`config.mk`:
```
export PLATFORM = sky130hd
export DESIGN_NAME = retire_perf_monitor
export DESIGN_NICKNAME = d
export VERILOG_FILES = /design/src/rtl/perf_mon_pkg.sv /design/src/rtl/perf_sat_counter.sv /design/src/rtl/retire_perf_monitor.sv
export SDC_FILE = /design/constraint.sdc
export NUM_CORES = 1
export LEC_CHECK = 0
export ABC_AREA = 1
export BUFFER_PORTS_ARGS = -buffer_cell sky130_fd_sc_hd__buf_4
export CAP_MARGIN = 20
export CORE_MARGIN = 5
export CORE_UTILIZATION = 48
export DETAILED_ROUTE_END_ITERATION = 10
export PLACE_DENSITY_LB_ADDON = 0.05
export SLEW_MARGIN = 40
export SYNTH_ARGS = -nofsm -noshare
export SYNTH_HDL_FRONTEND = slang
export SYNTH_HIERARCHICAL = 1
export SYNTH_SLANG_ARGS = --single-unit
export TNS_END_PERCENT = 50
```
`constraint.sdc`:
```
create_clock -name clk_i -period 2.6 [get_ports clk_i]
set_clock_uncertainty 0.05 [all_clocks]
set_input_delay 0.13 -clock clk_i [delete_from_list [all_inputs] [get_ports clk_i]]
set_output_delay 0.13 -clock clk_i [all_outputs]
set_load 0.005 [all_outputs]
```
`src/rtl/perf_mon_pkg.sv`:
```
// Shared definitions for the retirement / performance monitor.
//   state_t        : monitor FSM states
//   OPC_SYSTEM     : major opcode of SYSTEM instructions (CSR accesses)
//   F3_CSRRW       : funct3 of CSRRW, the end-of-test marker write
//   is_eot_trigger : decodes an exec0 opcode beat as the end-of-test write
package perf_mon_pkg;

   typedef enum logic [2:0] {
      ST_IDLE,
      ST_RUN,
      ST_DRAIN,
      ST_DONE,
      ST_TIMEOUT
   } state_t;

   localparam logic [6:0] OPC_SYSTEM = 7'h73;
   localparam logic [2:0] F3_CSRRW   = 3'b001;

   // Only the major opcode and funct3 identify CSRRW. The CSR address and
   // registers are irrelevant because any CSRRW ends the test.
   function automatic logic is_eot_trigger(input logic       valid,
                                           input logic [6:0] opcode,
                                           input logic [2:0] funct3);
      return valid && (opcode == OPC_SYSTEM) && (funct3 == F3_CSRRW);
   endfunction

endpackage

```
`src/rtl/perf_sat_counter.sv`:
```
// Saturating up-counter that advances by 0, 1 or 2 per enabled edge.
//   clk   : clock, rising edge
//   rst_n : synchronous active-low reset
//   clr   : synchronous clear to zero
//   en    : advance by inc on this edge
//   inc   : increment amount (0..2)
//   count : current value, sticks at all-ones
module perf_sat_counter #(
   parameter int CNT_W = 32
) (
   input  logic             clk,
   input  logic             rst_n,
   input  logic             clr,
   input  logic             en,
   input  logic [1:0]       inc,
   output logic [CNT_W-1:0] count
);

   // One spare bit catches a carry out. Because count <= all-ones and
   // inc <= 2, a set carry bit means the true sum exceeds the maximum.
   logic [CNT_W:0] sum;

   assign sum = {1'b0, count} + {{(CNT_W - 1){1'b0}}, inc};

   // NOTE: registered state is assigned with <= so every flop samples
   // pre-edge values; blocking assignments here would create ordering races.
   always_ff @(posedge clk) begin
      if (!rst_n) begin
         count <= '0;
      end else if (clr) begin
         count <= '0;
      end else if (en) begin
         count <= sum[CNT_W] ? '1 : sum[CNT_W-1:0];
      end
   end

endmodule

```
`src/rtl/retire_perf_monitor.sv`:
```
// Retirement and performance monitor for the dual-issue core.
// It counts cycles and retired instructions from the enable edge until an
// end-of-test CSRRW. After that, it waits DRAIN_CYCLES more counted cycles
// so trailing stores land, then freezes the counters and reports done.
// A cycle watchdog reports timeout if the marker never arrives.
//   clk_i            : clock, rising edge
//   rst_ni           : synchronous active-low reset
//   clear_i          : synchronous soft clear back to IDLE
//   enable_i         : start counting (sampled in IDLE)
//   pipe0_valid_wb_i : pipe0 retired an instruction this cycle
//   pipe1_valid_wb_i : pipe1 retired an instruction this cycle
//   opcode_valid_i   : exec0 opcode beat valid
//   opcode_opcode_i  : exec0 instruction word
//   cycle_count_o    : counted cycles (saturating)
//   instr_count_o    : retired instructions (saturating)
//   busy_o           : counting (RUN or DRAIN)
//   done_o           : end-of-test seen and drain finished
//   timeout_o        : watchdog fired
module retire_perf_monitor
   import perf_mon_pkg::*;
#(
   parameter int CNT_W          = 32,
   parameter int DRAIN_CYCLES   = 10,
   parameter int TIMEOUT_CYCLES = 200000
) (
   input  logic             clk_i,
   input  logic             rst_ni,
   input  logic             clear_i,
   input  logic             enable_i,
   input  logic             pipe0_valid_wb_i,
   input  logic             pipe1_valid_wb_i,
   input  logic             opcode_valid_i,
   input  logic [31:0]      opcode_opcode_i,
   output logic [CNT_W-1:0] cycle_count_o,
   output logic [CNT_W-1:0] instr_count_o,
   output logic             busy_o,
   output logic             done_o,
   output logic             timeout_o
);

   localparam int DRAIN_W = (DRAIN_CYCLES > 1) ? $clog2(DRAIN_CYCLES) : 1;
   localparam logic [DRAIN_W-1:0] DRAIN_LOAD = DRAIN_W'(DRAIN_CYCLES - 1);
   // The watchdog looks one count ahead, so the edge that would display
   // TIMEOUT_CYCLES is the same edge that enters TIMEOUT.
   localparam logic [CNT_W-1:0] WATCHDOG_LAST = CNT_W'(TIMEOUT_CYCLES - 1);

   state_t             state;
   logic [DRAIN_W-1:0] drain_cnt;
   logic               counting;
   logic               trigger;
   logic               watchdog_hit;
   logic [1:0]         retire_inc;
   logic [CNT_W-1:0]   cycle_count;
   logic [CNT_W-1:0]   instr_count;
   logic               opcode_unused;

   assign counting     = (state == ST_RUN) || (state == ST_DRAIN);
   assign trigger      = is_eot_trigger(opcode_valid_i, opcode_opcode_i[6:0],
                                        opcode_opcode_i[14:12]);
   assign watchdog_hit = counting && (cycle_count == WATCHDOG_LAST);
   assign retire_inc   = {1'b0, pipe0_valid_wb_i} + {1'b0, pipe1_valid_wb_i};

   // Register and CSR fields of the instruction word do not affect the decode.
   assign opcode_unused = ^{opcode_opcode_i[31:15], opcode_opcode_i[11:7]};

   perf_sat_counter #(.CNT_W(CNT_W)) u_cycle_cnt (
      .clk   (clk_i),
      .rst_n (rst_ni),
      .clr   (clear_i),
      .en    (counting),
      .inc   (2'd1),
      .count (cycle_count)
   );

   perf_sat_counter #(.CNT_W(CNT_W)) u_instr_cnt (
      .clk   (clk_i),
      .rst_n (rst_ni),
      .clr   (clear_i),
      .en    (counting),
      .inc   (retire_inc),
      .count (instr_count)
   );

   // The watchdog is tested first in RUN and DRAIN. It therefore wins over a
   // same-edge trigger and over a same-edge drain completion.
   always_ff @(posedge clk_i) begin
      if (!rst_ni) begin
         state     <= ST_IDLE;
         drain_cnt <= '0;
      end else if (clear_i) begin
         state     <= ST_IDLE;
         drain_cnt <= '0;
      end else begin
         case (state)
            ST_IDLE: begin
               if (enable_i) state <= ST_RUN;
            end
            ST_RUN: begin
               if (watchdog_hit) begin
                  state <= ST_TIMEOUT;
               end else if (trigger) begin
                  state     <= ST_DRAIN;
                  drain_cnt <= DRAIN_LOAD;
               end
            end
            ST_DRAIN: begin
               if (watchdog_hit) begin
                  state <= ST_TIMEOUT;
               end else if (drain_cnt == '0) begin
                  state <= ST_DONE;
               end else begin
                  drain_cnt <= drain_cnt - 1'b1;
               end
            end
            ST_DONE, ST_TIMEOUT: begin
               // Terminal: only reset or clear_i leaves these states.
            end
            default: state <= ST_IDLE;
         endcase
      end
   end

   assign cycle_count_o = cycle_count;
   assign instr_count_o = instr_count;
   assign busy_o        = counting;
   assign done_o        = (state == ST_DONE);
   assign timeout_o     = (state == ST_TIMEOUT);

endmodule

```
==> results of run 1 <==
==> layout make-up <==
type	instances	share of cell area (%)
Multi-Input combinational cell	544	49.57
Timing Repair Buffer	94	11.96
Tap cell	136	2.833
Clock buffer	13	2.645
Sequential cell	71	23.66
Clock inverter	3	1.083
Inverter	132	8.248
==> metal layers <==
layer | vias up | global-route usage [%] | share of wire (%)
li1 | 2575 | - | -
met1 | 2297 | 30.07 | 49
met2 | 145 | 32.57 | 44
met3 | 14 | 4.457 | 5.6
met4 | 0 | 6.813 | 1.4
met5 | - | 0 | 0
==> state kept, by name (all words and copies together), names as in the netlist <==
register,cells
u_cycle_cnt/count,32
drain_cnt,4
state,3
u_instr_cnt/count,32
==> cells in the final DEF, fill, tap and decap left out, types with 2 or more instances in the layout <==
cell type,n
bufinv_16,2
conb_1,3
nand3_1,77
clkbuf_8,11
inv_2,11
nor2_1,80
nor2_2,7
a21oi_1,9
a31oi_2,6
or2_2,4
clkbuf_1,2
nand3_2,4
nand4_1,29
o21bai_1,4
o21ai_0,4
ha_1,6
a21oi_2,34
nand3_4,2
nor2_4,13
dfxtp_1,71
inv_1,120
nand2_1,196
nand2_2,14
nor3_4,2
xor2_1,15
fa_1,2
buf_4,93
nor3_1,11
xnor2_1,14
nand3b_1,3
==> stage by stage <==
stage / hold WS [ns] / worst slack [ns]
2_1_floorplan: 0.2484 / 0.6150
3_3_place_gp: 0.4231 / 0.3048
3_5_place_dp: 0.4391 / 0.2781
4_1_cts: 0.1350 / 0.3690
5_1_grt: 0.1536 / 0.1950
6_report: 0.1473 / 0.3682
==> worst register-to-register path: cells and delay by family, from the launching register on <==
kind,cells,cell delay (ns)
flops,1,0.34
simple gates,8,1.04
fa+ha+maj,2,0.52
buf+inv,3,0.20
==> cells by family after synthesis <==
logic type | count (synthesis) | synth area share, %
adder cells (fa/ha/maj) | 8 | 2.317
AND/OR/NAND/NOR | 446 | 42.68
other | 2 | 0.1512
AO/OA/AOI/OAI | 58 | 9.595
buffers and inverters | 144 | 11.53
flip-flops | 71 | 28.61
XOR/XNOR | 29 | 5.112
==> worst max path at each step <==
stage                                               endpoint                               from  depth (start not counted)
after floorplan           u_cycle_cnt/count[22]$_SDFFE_PP0P_  u_cycle_cnt/count[0]$_SDFFE_PP0P_                         13
after global placement    u_instr_cnt/count[22]$_SDFFE_PP0P_                   pipe0_valid_wb_i                         15
after global routing      u_cycle_cnt/count[22]$_SDFFE_PP0P_  u_cycle_cnt/count[0]$_SDFFE_PP0P_                         13
after detailed placement  u_instr_cnt/count[22]$_SDFFE_PP0P_                   pipe0_valid_wb_i                         15
after CTS                 u_cycle_cnt/count[22]$_SDFFE_PP0P_  u_cycle_cnt/count[0]$_SDFFE_PP0P_                         13
final                     u_cycle_cnt/count[22]$_SDFFE_PP0P_  u_cycle_cnt/count[0]$_SDFFE_PP0P_                         13
==> synth_stat cells (all sizes together) <==
library cell,count,area (µm²)
xor2,15,131.4
clkbuf,6,22.52
ha,6,75.07
nand3,83,460.4
a21oi,43,342.8
buf,6,55.05
nor3,14,97.59
clkinv,1,3.750
o21bai,4,30.03
a31oi,6,75.07
nor2,100,490.5
xnor2,14,122.6
nand4,29,181.4
fa,2,40.04
dfxtp,71,1421
or2,6,37.54
nor3b,1,7.510
inv,131,491.7
nand2,210,823.3
conb,2,7.510
o21ai,5,28.78
nand3b,3,22.52
==> power groups by stage <==
| stage | logic [W] | clock network (W) | registers, W |
|---|---|---|---|
| after floorplan | 0.0000785 | 0 | 0.00112 |
| after global placement | 0.000127 | 0 | 0.00112 |
| after detailed placement | 0.000131 | 0 | 0.00112 |
| after CTS | 0.000132 | 0.00106 | 0.00109 |
| after global routing | 0.000144 | 0.00110 | 0.00109 |
| final | 0.000131 | 0.00102 | 0.00109 |
==> results summary, run 1 <==
The run finished with clean final reports. The number of global-route vias before repair is 4679. The worst hold path terminates at drain_cnt[0]$_SDFFE_PP0P_. Clock-pin slew was measured on the worst setup and hold paths at 0.08 ns. Setup repair after global routing left no endpoint under its margin. The slowest stage of the critical path is the fa_1 cell. The worst path arrival time came out at 2.44 ns. The placeable core region is 10230 µm². The H-tree depth came out at 3. The gate count after technology mapping came out at 758. The depth of the worst register-to-register path is 13. The routed design could run at a clock period as short as 2.232 ns. The number of buffers inserted by post-CTS setup repair came out at 0. The final worst-path cycle share is 85.84%. The die area came out at 12490 µm². The total clock buffers created by CTS is 9. Of the cells placed in the final design, the portion with a size suffix greater than 1 is 24.15%.

The detailed router's first-iteration violation count came out at 298. Global routing used 21.33% of the available tracks across all layers. The ratio of routed vias to standard cells came out at 5.066. 0 antenna diodes ended up in the layout. After clock tree synthesis, the repair step resized 0 gates.

Entering global routing, the biggest net connects 22 pins. The number of antenna violations at the first check in global routing is 0. After detailed routing, the average wire length per cell comes to 13.44 µm.

Derived from the worst setup path, the maximum achievable clock frequency is 448.1 MHz. The number of distinct library cell variants in the gate-level netlist after synthesis is 35. The final route contains 5031 vias.

The worst register-to-register path begins at u_cycle_cnt/count[0]$_SDFFE_PP0P_. Power comes to 0.002248 W. In this design, the critical path's most frequently occurring cell is inv_1. The area added between synthesis and finish is 20.90%. The worst hold path passes through 4 cells. The share of power burned in combinational logic came out at 5.8%. The placed instance area is 5783 µm².

The maximum number of buffers from clock root to sink is 2. The cell type group with the largest total delay on the critical path is simple AND/OR/NAND/NOR gates. The clock network accounts for 45.6% of the total power. The total overflow reported by the global router came out at 0. Routability-driven placement finished with a final weighted congestion of 0.9386. Max-cap violations in this run came to 0. The final layout net count is 899.

The sequential group share of total power came out at 48.6%. The total count of hold-check failures in the final report came out at 0. The final number of setup-violating endpoints is 0. The number of inserted filler cells in the final layout is 992. The worst endpoint required time is 2.81 ns. Walking the worst path, the cells encountered are ha_1, inv_1, fa_1, inv_1, nand2_2, nor2_4, nand2_2, nor2_2, nand3_1, nand2_1, nand3_1, nand2_1, inv_1. The first-pass iteration count of the detailed router is 5.

In this run the most critical hold path is launched from clear_i. The class of the tightest hold or removal check is in -> reg. The switching share of power came out at 22.99%. The count of final max-slew check failures is 0.

For this run, design rule violations remaining after detail routing come to 0. The power dissipated by switching net loads came out at 0.0005169 W. The routed wire length came out at 13.35 mm. STA classifies the critical path startpoint as a flip-flop. The standby leakage power came out at 2.585 nW. The utilization after layout came out at 58.71%.

The total of warnings raised by yosys is 6. The synthesis-stage register bit count came out at 71. The delay contributed by the slowest stage of the critical path is 0.35 ns.

The total instance count after detailed placement is 977. The total power divided by cell area came out at 374.2 nW/µm². The maximum fanout along the worst path is 7.

The critical path is of the reg -> reg type. At the later pin of the worst-skew pair, clock insertion delay measures 0.35 ns. The number of hold-repair buffers added at the cts stage came out at 0. The count of input and output buffers came out at 83.

The largest vdd supply drop is 260.7 µV. The endpoint identified for the worst register-to-register timing path is u_cycle_cnt/count[22]$_SDFFE_PP0P_. The TritonCTS sink count came out at 71. The vertical die dimension came out at 111.7 µm. After floorplanning, the core was divided into 37 placement rows. The global-route wire length before repair came out at 22.21 mm. Cell internal power was estimated by the tool at 0.001731 W. The share of synthesized area occupied by flip-flops and latches is 28.61%. The number of placed I/O pins came out at 106. The floorplan die width came out at 111.7 µm.

The area of combinational cells with multiple inputs is 2978 µm². The kind of end point of the critical path is a flip-flop. The finished layout holds 993 standard cells, fillers aside. The setup slack of the most critical reg-to-reg path is 0.37 ns. Summed over all failing endpoints, the final setup total negative slack is 0 ns.

TritonCTS built the clock tree. The flip-flop and latch area is 1421 µm². The initial utilization of the core area, before any placement, comes to 48.56%. The final antenna-violating net count came out at 0. The mean area per synthesized cell came out at 6.555 µm². The HPWL after detailed placement is 10.20 mm. Clock tree synthesis selected as its root buffer the cell clkbuf_8. Summing every instance area after synthesis gives 4969 µm². The number of buffers and inverters on the critical path is 3. The final non-filler cell area is 6007 µm².
Note: power is estimated with default switching activity, not from simulation.
==> run 2: changes to the inputs <==
--- a/config.mk
+++ b/config.mk
@@ -11,5 +11,6 @@
 export CORE_MARGIN = 5
-export CORE_UTILIZATION = 48
+export CORE_UTILIZATION = 50
 export DETAILED_ROUTE_END_ITERATION = 10
 export PLACE_DENSITY_LB_ADDON = 0.05
+export RECOVER_POWER = 100
 export SLEW_MARGIN = 40
==> constraint.sdc (replaced) <==
create_clock -name clk_i -period 2.6 [get_ports clk_i]
set_clock_uncertainty 0.05 [all_clocks]
set_input_delay 0.26 -clock clk_i [delete_from_list [all_inputs] [get_ports clk_i]]
set_output_delay 0.26 -clock clk_i [all_outputs]
set_load 0.005 [all_outputs]
==> results summary, run 2 (same netlist as run 1, synthesis figures left out) <==
The run finished with clean final reports. The maximum fanout along the worst path is 7 (unchanged). The critical path is of the reg -> reg type. The standby leakage power is 2.496 nW (-3.4%). The library cell used most frequently in the layout, excluding fill and tap cells, is nand2_1. STA classifies the critical path startpoint as a flip-flop.

The sum of negative setup slack is 0 ns (unchanged). Setup repair after global routing left no endpoint under its margin. The total track usage came out at 22.73% (+1.4 points). The global-route wire length before repair came out at 21.89 mm (-1.5%). The routed wire length per instance was 13.24 µm (-1.5%).

The maximum number of buffers from clock root to sink is 2 (unchanged). From synthesis to final layout, the design area changed by 18.11%. The class of the tightest hold or removal check is in -> reg. The total count of hold-check failures in the final report came out at 0 (unchanged).

The root buffer cell chosen for the clock tree is clkbuf_8. The max capacitance violation total came to 0 (unchanged). The total power divided by cell area came out at 366.6 nW/µm² (-2.0%). The final layout net count was 897 (-0.22%). The count of final max-slew check failures came out at 0 (unchanged). The floorplan die width is 109.7 µm (-1.8%). The ratio of routed vias to standard cells is 5.091 (+0.49%). The area of combinational cells with multiple inputs is 2902 µm² (-2.6%). The final number of setup-violating endpoints is 0 (unchanged). The H-tree depth came to 3 (unchanged). The clock period minus worst slack is 2.355 ns (+0.1237 ns).

The number of antenna violations at the first check in global routing is 0 (unchanged). The maximum clock frequency came out at 424.5 MHz (-5.3%). The clock latency on the worst-skew pair came out at 0.35 ns (about the same). The worst endpoint required time came out at 2.80 ns (about the same).

The total clock buffers created by CTS came out at 9 (unchanged). The TritonCTS sink count came to 71 (unchanged). The HPWL after detailed placement is 10.08 mm (-1.2%). The number of global-route vias before repair was 4789 (+2.4%).

The clock-pin slew of the registers on the worst-case setup and hold paths came to 0.07 ns (about the same). The routed wire length was 13.08 mm (-2.0%). The CTS tree is done. The effective utilization at floorplan came to 51.07% (+2.5 points). The via count of the routed design came out at 5030 (-0.020%). The die area came out at 12030 µm² (-3.6%). The count of unresolved DRC violations after routing came to 0 (unchanged). In the layout the commonest cells are nand2_1 (201), inv_1 (121), nor2_1 (81), nand3_1 (78), dfxtp_1 (71).

The final antenna-violating net count came out at 0 (unchanged). For the pin with the worst max-slew slack, the measured transition is 0.6764 ns. In the final layout, the registers with the most flip-flops are u_cycle_cnt/count x32, u_instr_cnt/count x32, drain_cnt x4. The first-pass iteration count of the detailed router is 4 (-1).

The count of inserted antenna diode cells came out at 0 (unchanged). The count of input and output buffers came out at 83 (unchanged). The placeable core region came out at 9729 µm² (-4.9%). The number of buffers inserted by post-CTS setup repair came out at 0 (unchanged).

The final worst-path cycle share was 90.59% (+4.8 points). In this run the tightest slew margin relative to its limit is 54.86%. The final worst-path setup slack is 0.2446 ns (-0.1237 ns).

The flip-flop and latch area was 1421 µm² (unchanged). The number of placed I/O pins is 106 (unchanged). The worst setup path is captured at a flip-flop. The number of inserted filler cells in the final layout is 1006 (+1.4%).

The detailed router's first-iteration violation count is 296 (-0.67%). The total overflow reported by the global router came out at 0 (unchanged). The pre-CTS setup slack came out at 0.09168 ns (-0.1864 ns). The fraction of layout instances using a drive strength above 1 came out at 20.70% (-3.5 points). The final weighted congestion in routability-driven placement is 0.9048 (-3.6%). The worst path arrival time is 2.56 ns (+0.12 ns).

The vertical die dimension is 109.7 µm (-1.8%). The pin count of the biggest net entering global routing was 29 (+32%). The floorplan row count is 36 (-2.7%). The largest vdd supply drop is 215.7 µV (-17%).
run 2: cell types whose count changed in the layout (fill, tap and decap cells not counted), sizes merged:
cell | before | now
bufinv | 2 | 1
buf | 94 | 24
nand3 | 83 | 84
clkbuf | 13 | 81
clkinvlp | 0 | 1
clkinv | 2 | 1
run 2: final timing paths:
kind | from | to | slack (ns) | depth (start not counted)
max | u_cycle_cnt/count[0]$_SDFFE_PP0P_ | u_cycle_cnt/count[22]$_SDFFE_PP0P_ | 0.24 | 13
min | clear_i | state[2]$_SDFFE_PP0P_ | 0.29 | 4
max reg2reg | u_cycle_cnt/count[0]$_SDFFE_PP0P_ | u_cycle_cnt/count[22]$_SDFFE_PP0P_ | 0.24 | 13
min reg2reg | drain_cnt[3]$_SDFFE_PP0P_ | drain_cnt[3]$_SDFFE_PP0P_ | 0.45 | 2
run 2: what timing repair did:
item | in CTS | in global routing
hold buffers | 0 | 0
endpoints found under the setup margin | 0 | 10
resized for setup | 0 | 1
run 2: metal layers:
metal	global-route usage, %	up-vias	part of all wire [%]
li1	-	2570	-
met1	30.90	2306	47
met2	37.01	145	45
met3	3.112	9	6.5
met4	7.747	0	1.0
met5	0	-	0
run 2: critical path: stages (launching register included):
cell,delay [ns]
dfxtp_1,0.43
ha_1,0.21
inv_1,0.06
fa_1,0.36
inv_1,0.11
nand2_2,0.07
nor2_4,0.16
nand2_1,0.16
nor2_2,0.30
nand3_1,0.11
nand2_1,0.07
nand3_1,0.07
nand2_1,0.07
inv_1,0.04
run 2: layout make-up:
type	count	share of cell area [%]
Multi-Input combinational cell	545	49.45
Timing Repair Buffer	91	11.47
Tap cell	133	2.836
Clock buffer	14	2.942
Inverter	132	8.443
Clock inverter	2	0.6397
Sequential cell	71	24.22
run 2: power breakdown:
part | internal (W) | leakage [nW] | switching [W] | total, W
sequential | 0.00109 | 0.572 | 0.00000374 | 0.00109
combinational | 0.0000447 | 1.82 | 0.0000770 | 0.000122
clock | 0.000523 | 0.103 | 0.000412 | 0.000936
total | 0.00166 | 2.50 | 0.000493 | 0.00215
run 2: stage by stage:
| step | hold WS [ns] | power, W | cell area [µm²] | instances | utilization, % |
|---|---|---|---|---|---|
| finish | 0.2856 | 0.002151 | 5868 | 988 | 60.31 |
| global route | 0.3308 | 0.002250 | 5868 | 988 | 60.31 |
| CTS | 0.2741 | 0.002197 | 5954 | 987 | 61.20 |
| detailed placement | 0.4361 | 0.001248 | 5744 | 971 | 59.04 |
| global placement | 0.4231 | 0.001243 | 5744 | 971 | 59.04 |
| floorplan | 0.3784 | 0.001197 | 4972 | 759 | - |
